`src/rtl/cc_matrixscan_pkg.sv`:
```
// cc_matrixscan_pkg
//   Shared definitions for the matrix scanner: the 2-bit FSM state encoding
//   and the default matrix dimensions.
//   No ports.
package cc_matrixscan_pkg;

   localparam int unsigned DefaultRows = 8;
   localparam int unsigned DefaultCols = 8;

   typedef enum logic [1:0] {
      StIdle = 2'd0,
      StLoad = 2'd1,
      StScan = 2'd2,
      StDone = 2'd3
   } scanState_e;

endpackage

```
`src/rtl/cc_matrixscan_rowcheck.sv`:
```
// cc_matrixscan_rowcheck
//   Combinational check of one matrix row.
//   Build option: CC_MATRIXSCAN_HITCOUNT_EN adds the popCount output.
//   Ports:
//     playerRow   in  COLS  player bits of the row
//     obstacleRow in  COLS  obstacle bits of the row
//     overlap     out 1     any bit set in both rows
//     nonzero     out 1     any player bit set
//     popCount    out       number of overlapping bits (option only)
module cc_matrixscan_rowcheck
   import cc_matrixscan_pkg::*;
#(
   parameter int unsigned COLS = DefaultCols
) (
   input  logic [COLS-1:0] playerRow,
   input  logic [COLS-1:0] obstacleRow,
   output logic            overlap,
   output logic            nonzero
`ifdef CC_MATRIXSCAN_HITCOUNT_EN
   ,
   output logic [$clog2(COLS+1)-1:0] popCount
`endif
);

   logic [COLS-1:0] hits;

   assign hits    = playerRow & obstacleRow;
   assign overlap = |hits;
   assign nonzero = |playerRow;

`ifdef CC_MATRIXSCAN_HITCOUNT_EN
   localparam int unsigned PopW = $clog2(COLS + 1);

   always_comb begin
      popCount = '0;
      for (int i = 0; i < int'(COLS); i++) begin
         popCount = popCount + PopW'(hits[i]);
      end
   end
`endif

endmodule

```
`src/rtl/cc_matrix_scanner.sv`:
```
// cc_matrix_scanner
//   Snapshots a player matrix and an obstacle matrix on request, then scans
//   them one row per cycle to report crash / empty / win results.
//   Build option: CC_MATRIXSCAN_HITCOUNT_EN adds a total overlap-bit count.
//   Ports:
//     CC_MATRIXSCAN_CLOCK_50        in  1          clock (rising edge)
//     CC_MATRIXSCAN_RESET_InHigh    in  1          synchronous reset, active high
//     CC_MATRIXSCAN_start_InHigh    in  1          scan request, honoured in IDLE
//     CC_MATRIXSCAN_player_InBUS    in  ROWS*COLS  player matrix, row r at [r*COLS +: COLS]
//     CC_MATRIXSCAN_obstacle_InBUS  in  ROWS*COLS  obstacle matrix, same packing
//     CC_MATRIXSCAN_busy_OutHigh    out 1          high while loading or scanning
//     CC_MATRIXSCAN_done_OutHigh    out 1          one-cycle pulse when results update
//     CC_MATRIXSCAN_crash_OutHigh   out 1          player overlaps an obstacle
//     CC_MATRIXSCAN_empty_OutHigh   out 1          player matrix all zero
//     CC_MATRIXSCAN_win_OutHigh     out 1          player in last row, no crash
//     CC_MATRIXSCAN_hitcount_OutBUS out            overlapping bit total (option only)
module cc_matrix_scanner
   import cc_matrixscan_pkg::*;
#(
   parameter int unsigned MATRIXSCAN_ROWS = DefaultRows,
   parameter int unsigned MATRIXSCAN_COLS = DefaultCols
) (
   input  logic                                       CC_MATRIXSCAN_CLOCK_50,
   input  logic                                       CC_MATRIXSCAN_RESET_InHigh,
   input  logic                                       CC_MATRIXSCAN_start_InHigh,
   input  logic [MATRIXSCAN_ROWS*MATRIXSCAN_COLS-1:0] CC_MATRIXSCAN_player_InBUS,
   input  logic [MATRIXSCAN_ROWS*MATRIXSCAN_COLS-1:0] CC_MATRIXSCAN_obstacle_InBUS,
   output logic                                       CC_MATRIXSCAN_busy_OutHigh,
   output logic                                       CC_MATRIXSCAN_done_OutHigh,
   output logic                                       CC_MATRIXSCAN_crash_OutHigh,
   output logic                                       CC_MATRIXSCAN_empty_OutHigh,
   output logic                                       CC_MATRIXSCAN_win_OutHigh
`ifdef CC_MATRIXSCAN_HITCOUNT_EN
   ,
   output logic [$clog2(MATRIXSCAN_ROWS*MATRIXSCAN_COLS+1)-1:0] CC_MATRIXSCAN_hitcount_OutBUS
`endif
);

   localparam int unsigned Bits = MATRIXSCAN_ROWS * MATRIXSCAN_COLS;
   localparam int unsigned IdxW = $clog2(MATRIXSCAN_ROWS);
   localparam logic [IdxW-1:0] LastRow = IdxW'(MATRIXSCAN_ROWS - 1);

   scanState_e          state;
   logic [IdxW-1:0]     rowIdx;
   logic [Bits-1:0]     playerSnap;
   logic [Bits-1:0]     obstacleSnap;
   logic                crashAcc;
   logic                anyAcc;
   logic                lastAcc;

   logic [MATRIXSCAN_COLS-1:0] playerRow;
   logic [MATRIXSCAN_COLS-1:0] obstacleRow;
   logic                       rowOverlap;
   logic                       rowNonzero;

   assign playerRow   = playerSnap[rowIdx*MATRIXSCAN_COLS +: MATRIXSCAN_COLS];
   assign obstacleRow = obstacleSnap[rowIdx*MATRIXSCAN_COLS +: MATRIXSCAN_COLS];

`ifdef CC_MATRIXSCAN_HITCOUNT_EN
   localparam int unsigned HitW = $clog2(Bits + 1);
   logic [$clog2(MATRIXSCAN_COLS+1)-1:0] rowPop;
   logic [HitW-1:0]                      hitAcc;
`endif

   cc_matrixscan_rowcheck #(
      .COLS (MATRIXSCAN_COLS)
   ) uRowcheck (
      .playerRow   (playerRow),
      .obstacleRow (obstacleRow),
      .overlap     (rowOverlap),
      .nonzero     (rowNonzero)
`ifdef CC_MATRIXSCAN_HITCOUNT_EN
      ,
      .popCount    (rowPop)
`endif
   );

   always_ff @(posedge CC_MATRIXSCAN_CLOCK_50) begin
      if (CC_MATRIXSCAN_RESET_InHigh) begin
         state                       <= StIdle;
         rowIdx                      <= '0;
         playerSnap                  <= '0;
         obstacleSnap                <= '0;
         crashAcc                    <= 1'b0;
         anyAcc                      <= 1'b0;
         lastAcc                     <= 1'b0;
         CC_MATRIXSCAN_busy_OutHigh  <= 1'b0;
         CC_MATRIXSCAN_done_OutHigh  <= 1'b0;
         CC_MATRIXSCAN_crash_OutHigh <= 1'b0;
         CC_MATRIXSCAN_empty_OutHigh <= 1'b0;
         CC_MATRIXSCAN_win_OutHigh   <= 1'b0;
`ifdef CC_MATRIXSCAN_HITCOUNT_EN
         hitAcc                        <= '0;
         CC_MATRIXSCAN_hitcount_OutBUS <= '0;
`endif
      end else begin
         CC_MATRIXSCAN_done_OutHigh <= 1'b0;
         case (state)
            StIdle: begin
               if (CC_MATRIXSCAN_start_InHigh) begin
                  state                      <= StLoad;
                  CC_MATRIXSCAN_busy_OutHigh <= 1'b1;
               end
            end
            StLoad: begin
               playerSnap   <= CC_MATRIXSCAN_player_InBUS;
               obstacleSnap <= CC_MATRIXSCAN_obstacle_InBUS;
               rowIdx       <= '0;
               crashAcc     <= 1'b0;
               anyAcc       <= 1'b0;
               lastAcc      <= 1'b0;
`ifdef CC_MATRIXSCAN_HITCOUNT_EN
               hitAcc       <= '0;
`endif
               state        <= StScan;
            end
            StScan: begin
               crashAcc <= crashAcc | rowOverlap;
               anyAcc   <= anyAcc | rowNonzero;
               lastAcc  <= lastAcc | (rowNonzero && (rowIdx == LastRow));
`ifdef CC_MATRIXSCAN_HITCOUNT_EN
               hitAcc   <= hitAcc + HitW'(rowPop);
`endif
               // Index holds at the last row rather than wrapping.
               if (rowIdx == LastRow) begin
                  state                      <= StDone;
                  CC_MATRIXSCAN_busy_OutHigh <= 1'b0;
               end else begin
                  rowIdx <= rowIdx + 1'b1;
               end
            end
            StDone: begin
               // Empty overrides crash, crash overrides win.
               CC_MATRIXSCAN_empty_OutHigh <= ~anyAcc;
               CC_MATRIXSCAN_crash_OutHigh <= anyAcc & crashAcc;
               CC_MATRIXSCAN_win_OutHigh   <= anyAcc & ~crashAcc & lastAcc;
`ifdef CC_MATRIXSCAN_HITCOUNT_EN
               CC_MATRIXSCAN_hitcount_OutBUS <= hitAcc;
`endif
               CC_MATRIXSCAN_done_OutHigh  <= 1'b1;
               state                       <= StIdle;
            end
            default: state <= StIdle;
         endcase
      end
   end

endmodule
```
`config.mk`:
```
export PLATFORM = sky130hd
export DESIGN_NAME = cc_matrix_scanner
export DESIGN_NICKNAME = d
export VERILOG_FILES = /design/src/rtl/cc_matrixscan_pkg.sv /design/src/rtl/cc_matrixscan_rowcheck.sv /design/src/rtl/cc_matrix_scanner.sv
export SDC_FILE = /design/constraint.sdc
export NUM_CORES = 1
export LEC_CHECK = 0
export ABC_CLOCK_PERIOD_IN_PS = 2450
export BUFFER_PORTS_ARGS = -buffer_cell sky130_fd_sc_hd__buf_2
export CORE_MARGIN = 5
export CORE_UTILIZATION = 45
export DETAILED_ROUTE_END_ITERATION = 10
export PLACE_DENSITY = 0.68
export SLEW_MARGIN = 15
export SYNTH_ARGS = -nofsm -noshare
export SYNTH_HDL_FRONTEND = slang
export SYNTH_SLANG_ARGS = --single-unit
export TNS_END_PERCENT = 100
```
`constraint.sdc`:
```
create_clock -name CC_MATRIXSCAN_CLOCK_50 -period 2.45 [get_ports CC_MATRIXSCAN_CLOCK_50]
set_clock_uncertainty 0.05 [all_clocks]
set_input_delay 0.1225 -clock CC_MATRIXSCAN_CLOCK_50 [delete_from_list [all_inputs] [get_ports CC_MATRIXSCAN_CLOCK_50]]
set_output_delay 0.1225 -clock CC_MATRIXSCAN_CLOCK_50 [all_outputs]
set_load 0.005 [all_outputs]
```
==> reports/results.ini, run 1 <==
[timing]
min_period_over_period=0.899
period_minus_slack_ns=2.20
rsz0062_at_grt=no
slew_headroom=0.545
slew_viol_final=0
setup_tns_ns=0
setup_violations=0
tightest_slew_ns=0.683
finalHoldViolations=0
fmax_mhz=454

[synth]
mappedNetlistNets=674
ys_types=29
syn_area_mm2=0.00593
yosysSeqAreaShare=0.476
synth-seq-cells=141
avgSynthCellArea_um2=11.0
syn-instance-count=537
yosysWarningCount=0

[layout]
drive_above_1_share=0.262
multi_input_area_mm2=0.00292
area_growth_syn_to_layout_pct=47.6
nets=929
fillers=953
regArea_mm2=0.00283

[setup_path]
r2r_cells=6
worstSetupPathType=reg -> reg
critPathLaunchType=flip-flop
arrival_ns=2.45
cp.required_ns=2.70
cp_max_fo=16
cp-end-kind=flip-flop

[clocking]
htreeDepth=4
clockBufferDepth=2
cts.clk_slew.worst_paths_ns=0.06
cts.sinks=141
cts_tree=yes
cts_resized=0
cts_made_buffers=17
root_buffer=clkbuf_16
clk_latency_ns=0.42

[placement]
place.port_buffers=135
dp_hpwl_um=10700
finalWeightedCongestion=0.824

[floorplan]
initial_core_util=0.453
core_area_mm2=0.0131
rows=42
die_area_mm2=0.0156
die_h_um=125
ios=136
die_w_um=125

[routing]
route.antenna.remaining_nets=0
vias=5019
drt_iter0_drc=325
drcViolationCount=0
drt_first_pass_iters=5
route.detailed.wl_per_inst_um=17.2
vias_per_cell=5.11
wirelength_um=16900

[hold_path]
whs_path_depth=5
hold_path.class=in -> reg

[pwr]
combPwrFrac=0.333
fin_total_pwr_mw=9.15
switching_share=0.303
power.density_mw_per_mm2=1050
power.leakage_nw=3.61
seq_power_share=0.350
internal-power_mw=6.38
clockPowerShare=0.317
switchingPower_mw=2.77
ir_drop_uv=702

[grt]
grt_remaining_overflow=0
global_route.usage.total=0.224
grt_pass1_wl_um=27600
grt_start_max_net_pins=66
grt_pass1_vias=5244
antenna_found_initial=1

[job]
timing.max_cap.violations=0

[status]
status=finished, final reports clean

registers in the layout, indices dropped and copies added (netlist names):
| name | count |
|---|---|
| obstacleSnap | 64 |
| playerSnap | 64 |
| rowIdx | 3 |
| state | 2 |
| CC_MATRIXSCAN_busy_OutHigh | 1 |
| CC_MATRIXSCAN_crash_OutHigh | 1 |
| CC_MATRIXSCAN_done_OutHigh | 1 |
| CC_MATRIXSCAN_empty_OutHigh | 1 |
| CC_MATRIXSCAN_win_OutHigh | 1 |
| anyAcc | 1 |
| crashAcc | 1 |
| lastAcc | 1 |
critical path, stage by stage (launching register included):
cell and delay, ns:
dfxtp_2 0.56, buf_4 0.32, mux4_2 0.38, nor4_1 0.37, nand3_1 0.14, o211ai_1 0.15
a21boi_1 0.10
area by class of cell:
cell class | count | share of cell area
clock buffers | 20 | 0.0522
diodes | 1 | 0.000286
clock inverters | 12 | 0.0246
repair buffers | 275 | 0.239
well taps | 176 | 0.0252
flip-flops and latches | 141 | 0.323
multi-input cells | 353 | 0.334
inverters | 4 | 0.00172
power groups by stage:
stage	Combinational, mW	Sequential (mW)	Clock (mW)
4_1_cts	3.03	3.18	2.94
5_1_grt	3.33	3.24	3.07
6_report	3.04	3.21	2.90
3_3_place_gp	2.74	3.23	0
2_1_floorplan	2.36	3.04	0
3_5_place_dp	2.86	3.21	0
logic make-up after synthesis:
kind of cell,count (synthesis),synth area share
multiplexers,161,0.341
buffers and inverters,43,0.0323
AND/OR/NAND/NOR,163,0.110
AO/OA/AOI/OAI,23,0.0268
adder cells (fa/ha/maj),6,0.0127
flip-flops,141,0.476
per-stage QoR:
step	utilization	hold slack, ns	std cells	setup slack, ns	area, um^2
after floorplan	-	0.219	537	0.395	5930
after global placement	0.519	0.305	821	0.390	6790
after detailed placement	0.519	0.316	821	0.252	6790
after CTS	0.668	0.0248	981	0.249	8740
after global routing	0.668	0.0702	982	0.124	8750
final	0.668	0.0387	982	0.248	8750
cell usage after synthesis:
| library cell | number | area share |
|---|---|---|
| buf_4 | 1 | 0.0013 |
| nor2_1 | 138 | 0.087 |
| buf_1 | 11 | 0.0070 |
| a22oi_1 | 7 | 0.0089 |
| nand3_1 | 4 | 0.0034 |
| mux2i_1 | 129 | 0.22 |
| a21boi_1 | 1 | 0.0013 |
| nor4_1 | 5 | 0.0053 |
| mux4_1 | 3 | 0.013 |
| a211oi_1 | 2 | 0.0025 |
| nand2b_1 | 5 | 0.0053 |
| o21bai_1 | 1 | 0.0013 |
| a21oi_1 | 8 | 0.0068 |
| clkbuf_1 | 23 | 0.015 |
| nand4_1 | 1 | 0.0011 |
| nor2b_1 | 2 | 0.0021 |
| a22o_1 | 1 | 0.0015 |
| buf_6 | 1 | 0.0019 |
| dfxtp_1 | 141 | 0.48 |
| a2111oi_2 | 1 | 0.0025 |
| nand2_1 | 7 | 0.0044 |
| mux4_2 | 29 | 0.11 |
| inv_1 | 4 | 0.0025 |
| o211ai_1 | 1 | 0.0013 |
| buf_12 | 1 | 0.0034 |
| buf_2 | 2 | 0.0017 |
| ha_1 | 6 | 0.013 |
| nand4b_1 | 1 | 0.0015 |
| o21ai_1 | 1 | 0.00084 |
per-layer routing:
metal,up-vias,wire length (um),GRT usage
li1,2408,-,-
met1,2386,7430,0.290
met2,173,7970,0.347
met3,52,792,0.0493
met4,0,718,0.123
met5,-,0,0
cell usage in the layout (no fill, tap or decap):
cell type / instances
nand2b_1: 5
buf_4: 10
clkbuf_1: 1
o211ai_1: 1
bufinv_16: 6
clkinvlp_4: 2
diode_2: 1
nand3_1: 4
nand4_1: 1
nand4b_1: 1
a211oi_1: 2
clkinv_2: 4
buf_2: 134
nor2_1: 138
a21oi_1: 8
inv_1: 4
a2111oi_2: 1
nand2_1: 7
nor4_1: 5
clkbuf_16: 17
mux2i_1: 129
a22oi_1: 7
o21ai_1: 1
mux4_1: 3
o21bai_1: 1
a22o_1: 1
dlygate4sd3_1: 128
nor2b_1: 2
ha_4: 1
mux4_2: 29
a21boi_1: 1
clkbuf_8: 2
buf_12: 3
dfxtp_2: 2
dfxtp_1: 139
ha_1: 5
final timing paths:
check / slack (ns) / end / from
worst max-delay path: 0.25 / anyAcc / rowIdx[1]
worst max register to register: 0.25 / anyAcc / rowIdx[1]
worst min-delay path: 0.04 / CC_MATRIXSCAN_busy_OutHigh / CC_MATRIXSCAN_start_InHigh
worst min register to register: 0.41 / lastAcc / lastAcc
what timing repair did:
action | CTS | global route
hold buffers | 128 | 0
endpoints found under the hold margin | 128 | 0
setup buffers | 0 | 0
No activity file was read; power rests on OpenSTA's default activity.
==> inputs of run 2 (changes only) <==
- CELL_PAD_IN_SITES_DETAIL_PLACEMENT: default -> 1
- CELL_PAD_IN_SITES_GLOBAL_PLACEMENT: default -> 1
- CORE_UTILIZATION: 45 -> 42
- PLACE_DENSITY: 0.68 -> default
- PLACE_DENSITY_LB_ADDON: default -> 0.1
==> run 2 against run 1 <==
  * Register-to-register slack better by 0.03 ns
  * Die area is 6.6% higher
  * Total power is 3.6% higher
  * Critical path depth stayed put
  * Sequential cell count stayed put
  * Highest routed layer unchanged
==> reports/results.ini, run 2 (synthesized netlist as in run 1, its figures left out) <==
[layout]
final_common_cell=dfxtp_1
biggestRegsByFlops=obstacleSnap (64), playerSnap (64), rowIdx (3)
area_growth_syn_to_layout_pct=48.2
drive_above_1_share=0.259
nets=927
layout_common_cells=dfxtp_1, nor2_1, buf_2

[clocking]
cts.clk_slew.worst_paths_ns=0.06
root_buffer=clkbuf_16
cts_resized=0
post_cts_buffers=0
htreeDepth=4
clk_latency_ns=0.43
cts.sinks=141
cts_made_buffers=17
clockBufferDepth=2
cts_tree=yes

[setup_path]
r2r_slack_ns=0.27
critPathLaunchType=flip-flop
worstSetupPathType=reg -> reg
endpoint=lastAcc
critical_path_cell_count=6
crit_chain=buf_4 -> mux4_2 -> nor4_1 -> nand3_1 -> o211ai_1 -> o21ai_1
cp.required_ns=2.70
cp_slowest_cell=mux4_2
cp_top_family=multiplexers
cp-end-kind=flip-flop
r2r_cells=6
cp_max_fo=19
worstSetupStartpoint=rowIdx[0]
arrival_ns=2.43
r2r_end=lastAcc
reg2reg_from=rowIdx[0]
crit_buf_inv=1
slowest_delay_ns=0.58

[routing]
vias_per_cell=5.15
drt_iter0_drc=416
wirelength_um=20000
vias=5068
drcViolationCount=0
route.antenna.remaining_nets=0
drt_first_pass_iters=4
route.detailed.wl_per_inst_um=20.3

[timing]
slew_headroom=0.565
slew_viol_final=0
setup_tns_ns=0
holdWs_ns=0.0677
setup_violations=0
period_minus_slack_ns=2.18
finalHoldViolations=0
fmax_mhz=459
tightest_slew_ns=0.653
rsz0062_at_grt=no
min_period_over_period=0.888

[floorplan]
initial_core_util=0.427
core_area_mm2=0.0139
die_area_mm2=0.0166
rows=43
die_h_um=129
die_w_um=129
ios=136

[grt]
antenna_found_initial=1
grt_pass1_vias=5595
grt_pass1_wl_um=31100
grt_start_max_net_pins=61
grt_remaining_overflow=0
global_route.usage.total=0.249

[placement]
finalWeightedCongestion=0.837
place.port_buffers=135
dp_hpwl_um=11600

[status]
status=finished, final reports clean

[pwr]
ir_drop_uv=577
power.leakage_nw=3.63
power.density_mw_per_mm2=1080

[hold_path]
hold_path.class=in -> reg

[job]
timing.max_cap.violations=0

-- run 2: layout make-up --
class,instances,area [um^2]
fill,1456,5100
tap,180,225
clock buffer,22,474
sequential,141,2830
timing repair buffer,273,2080
clock inverter,10,233
inverter,4,15.0
antenna,1,2.50
multi-input combinational,353,2920
-- run 2: worst min-delay path by stage --
stage	start	to	slack (ns)	depth (start not counted)
floorplan	CC_MATRIXSCAN_obstacle_InBUS[10]	obstacleSnap[10]	0.22	2
global placement	CC_MATRIXSCAN_player_InBUS[62]	playerSnap[62]	0.31	3
detailed placement	CC_MATRIXSCAN_player_InBUS[5]	playerSnap[5]	0.32	3
CTS	CC_MATRIXSCAN_start_InHigh	CC_MATRIXSCAN_busy_OutHigh	0.04	5
global route	CC_MATRIXSCAN_start_InHigh	CC_MATRIXSCAN_busy_OutHigh	0.1	5
finish	CC_MATRIXSCAN_start_InHigh	CC_MATRIXSCAN_busy_OutHigh	0.07	5
-- run 2: stage by stage --
step / setup WS, ns / instance area [um^2] / power [mW] / cells / utilization
final: 0.274 / 8780 / 9.49 / 984 / 0.633
after global routing: 0.147 / 8780 / 9.93 / 984 / 0.633
after CTS: 0.241 / 8780 / 9.41 / 983 / 0.633
after detailed placement: 0.266 / 6790 / 6.14 / 823 / 0.489
after global placement: 0.341 / 6790 / 6.03 / 823 / 0.489
after floorplan: 0.395 / 5930 / 5.40 / 537 / -
-- run 2: repair_timing --
action | in CTS | in global routing
setup endpoints to repair | 0 | 0
hold buffers | 128 | 0
hold endpoints to repair | 128 | 0
-- run 2: metal layers --
layer,GRT usage,part of all wire
met1,0.320,0.44
met2,0.415,0.49
met3,0.0589,0.048
met4,0.0821,0.021
met5,0,0
-- run 2: worst min-delay path, cell delays in order --
cell and delay (ns):
buf_2 0.09, a21oi_1 0.06, nor2_1 0.10, a21oi_1 0.05, nor2_1 0.08
-- run 2: report_power, final --
part	total, mW	internal [mW]	switching, mW
clock network	3.09	2.10	0.994
logic	3.15	1.60	1.54
registers	3.25	2.83	0.426
total	9.49	6.52	2.96
==> inputs of run 3 (changes only) <==
- ABC_CLOCK_PERIOD_IN_PS: 2450 -> 2390
- clock period: 2.45 -> 2.39 ns (I/O delays scaled with it)
==> run 3 against run 2 <==
  * Non-clock buffer count increased by 1
  * Register-to-register slack about the same
  * Global-route usage decreased by 0.49 points
  * Worst hold slack got worse by 0.0068 ns
  * Wire length decreased by 2.4%
  * Final cell count unchanged
  * Final area decreased by 0.71%
  * Total power decreased by 2.0%
  * Largest cell class unchanged
==> reports/results.ini, run 3 (synthesized netlist as in run 1, its figures left out) <==
[clocking]
cts_tree=yes
clockBufferDepth=2
cts.clk_slew.worst_paths_ns=0.05
clk_latency_ns=0.42
cts_made_buffers=17
cts.sinks=141
htreeDepth=4
root_buffer=clkbuf_16
post_cts_buffers=0

[pwr]
power.leakage_nw=3.60
switching_share=0.316
power.density_mw_per_mm2=1070
clockPowerShare=0.294
switchingPower_mw=2.94
combPwrFrac=0.353
ir_drop_uv=549
seq_power_share=0.353
internal-power_mw=6.36

[grt]
global_route.usage.total=0.244
grt_pass1_vias=5674
grt_remaining_overflow=0
grt_start_max_net_pins=53
grt_pass1_wl_um=30600
antenna_found_initial=0

[layout]
layout_common_cells=dfxtp_1, nor2_1, buf_2
final_core_util=0.628
final_common_cell=dfxtp_1
drive_above_1_share=0.257
biggestRegsByFlops=obstacleSnap (64), playerSnap (64), rowIdx (3)
design_area_mm2=0.00872
area_growth_syn_to_layout_pct=47.2
nets=928
antennaDiodeCount=0

[placement]
finalWeightedCongestion=0.796
placedInstanceArea_mm2=0.00683
dp_hpwl_um=11700
place.port_buffers=135
pre_cts_ws_ns=0.295

[hold_path]
hold_path.class=in -> reg
min-delay-start=CC_MATRIXSCAN_start_InHigh
whs_path_depth=5

[timing]
period_minus_slack_ns=2.11
tightest_slew_ns=0.572
min_period_over_period=0.881
finalHoldViolations=0
holdWs_ns=0.0609
setup_tns_ns=0
slew_headroom=0.619
setup_violations=0
fin_ws_ns=0.283
fmax_mhz=475
slew_viol_final=0
rsz0062_at_grt=no

[setup_path]
slowest_delay_ns=0.58
crit_buf_inv=1
cp-end-kind=flip-flop
cp_top_family=multiplexers
arrival_ns=2.34
critPathLaunchType=flip-flop
r2r_slack_ns=0.28
reg2reg_from=rowIdx[0]
critical_path_cell_count=6
worstSetupPathType=reg -> reg
cp_max_fo=26
crit_chain=buf_12 -> mux4_2 -> a22oi_1 -> nand4_1 -> a2111oi_2 -> nor4_1
cp.required_ns=2.63
r2r_end=crashAcc
worstSetupStartpoint=rowIdx[0]
cp_slowest_cell=mux4_2
endpoint=crashAcc
r2r_cells=6

[routing]
drt_first_pass_iters=4
top_layer_used=met4
vias_per_cell=5.14
drt_iter0_drc=235
route.met2.wl_um=9820
wirelength_um=19500
drcViolationCount=0
vias=5062
route.antenna.remaining_nets=0
route.met3.wl_um=789
wl_met1_um=8220
route.detailed.wl_per_inst_um=19.9

[floorplan]
initial_core_util=0.427
ios=136
die_w_um=129
die_h_um=129
die_area_mm2=0.0166
core_area_mm2=0.0139
rows=43

[status]
status=finished, final reports clean

[job]
timing.max_cap.violations=0

[run 3: cell types whose count changed in the layout (fill, tap and decap cells not counted), moves of 2 or more]
| cell | delta |
|---|---|
| clkinv_4 | -2 |
| buf_12 | +2 |
| clkbuf_1 | +2 |
| clkbuf_8 | +2 |
| clkinv_2 | +2 |
| bufinv_16 | -4 |
[run 3: through the flow]
| step | cells | total power, mW |
|---|---|---|
| finish | 984 | 9.29 |
| global route | 984 | 9.78 |
| CTS | 984 | 9.27 |
| detailed placement | 824 | 6.34 |
| global placement | 824 | 6.21 |
| floorplan | 537 | 5.53 |
[run 3: what timing repair did]
item | in CTS | in global routing
hold endpoints to repair | 128 | 0
gates resized for setup | 0 | 0
hold buffers | 128 | 0
[run 3: layer usage]
metal,up-vias,track usage
li1,2394,-
met1,2469,0.287
met2,148,0.424
met4,0,0.114
met3,51,0.0540
met5,-,0
[run 3: how the worst min path moves through the flow]
stage / endpoint / slack, ns
floorplan: obstacleSnap[10] / 0.22
global placement: obstacleSnap[4] / 0.30
detailed placement: playerSnap[41] / 0.31
CTS: playerSnap[49] / 0.04
global route: playerSnap[33] / 0.06
finish: CC_MATRIXSCAN_busy_OutHigh / 0.06
[run 3: power by group through the flow]
stage / clock network (mW) / logic (mW) / registers, mW
floorplan: 0 / 2.41 / 3.12
global placement: 0 / 2.92 / 3.30
detailed placement: 0 / 3.03 / 3.30
CTS: 2.77 / 3.23 / 3.27
global route: 2.88 / 3.57 / 3.33
finish: 2.73 / 3.28 / 3.28
[run 3: final cells by class]
class                   count  area (um^2)
clock buffers              26          509
clock inverters             6          105
fillers                  1472         5160
inverters                   4         15.0
multi-input cells         353         2920
flip-flops and latches    141         2830
well taps                 180          225
repair buffers            274         2120
[run 3: tightest hold or removal path, cell delays in order]
cell	delay [ns]
buf_2	0.10
a21oi_1	0.06
nor2_1	0.08
a21oi_1	0.05
nor2_1	0.07
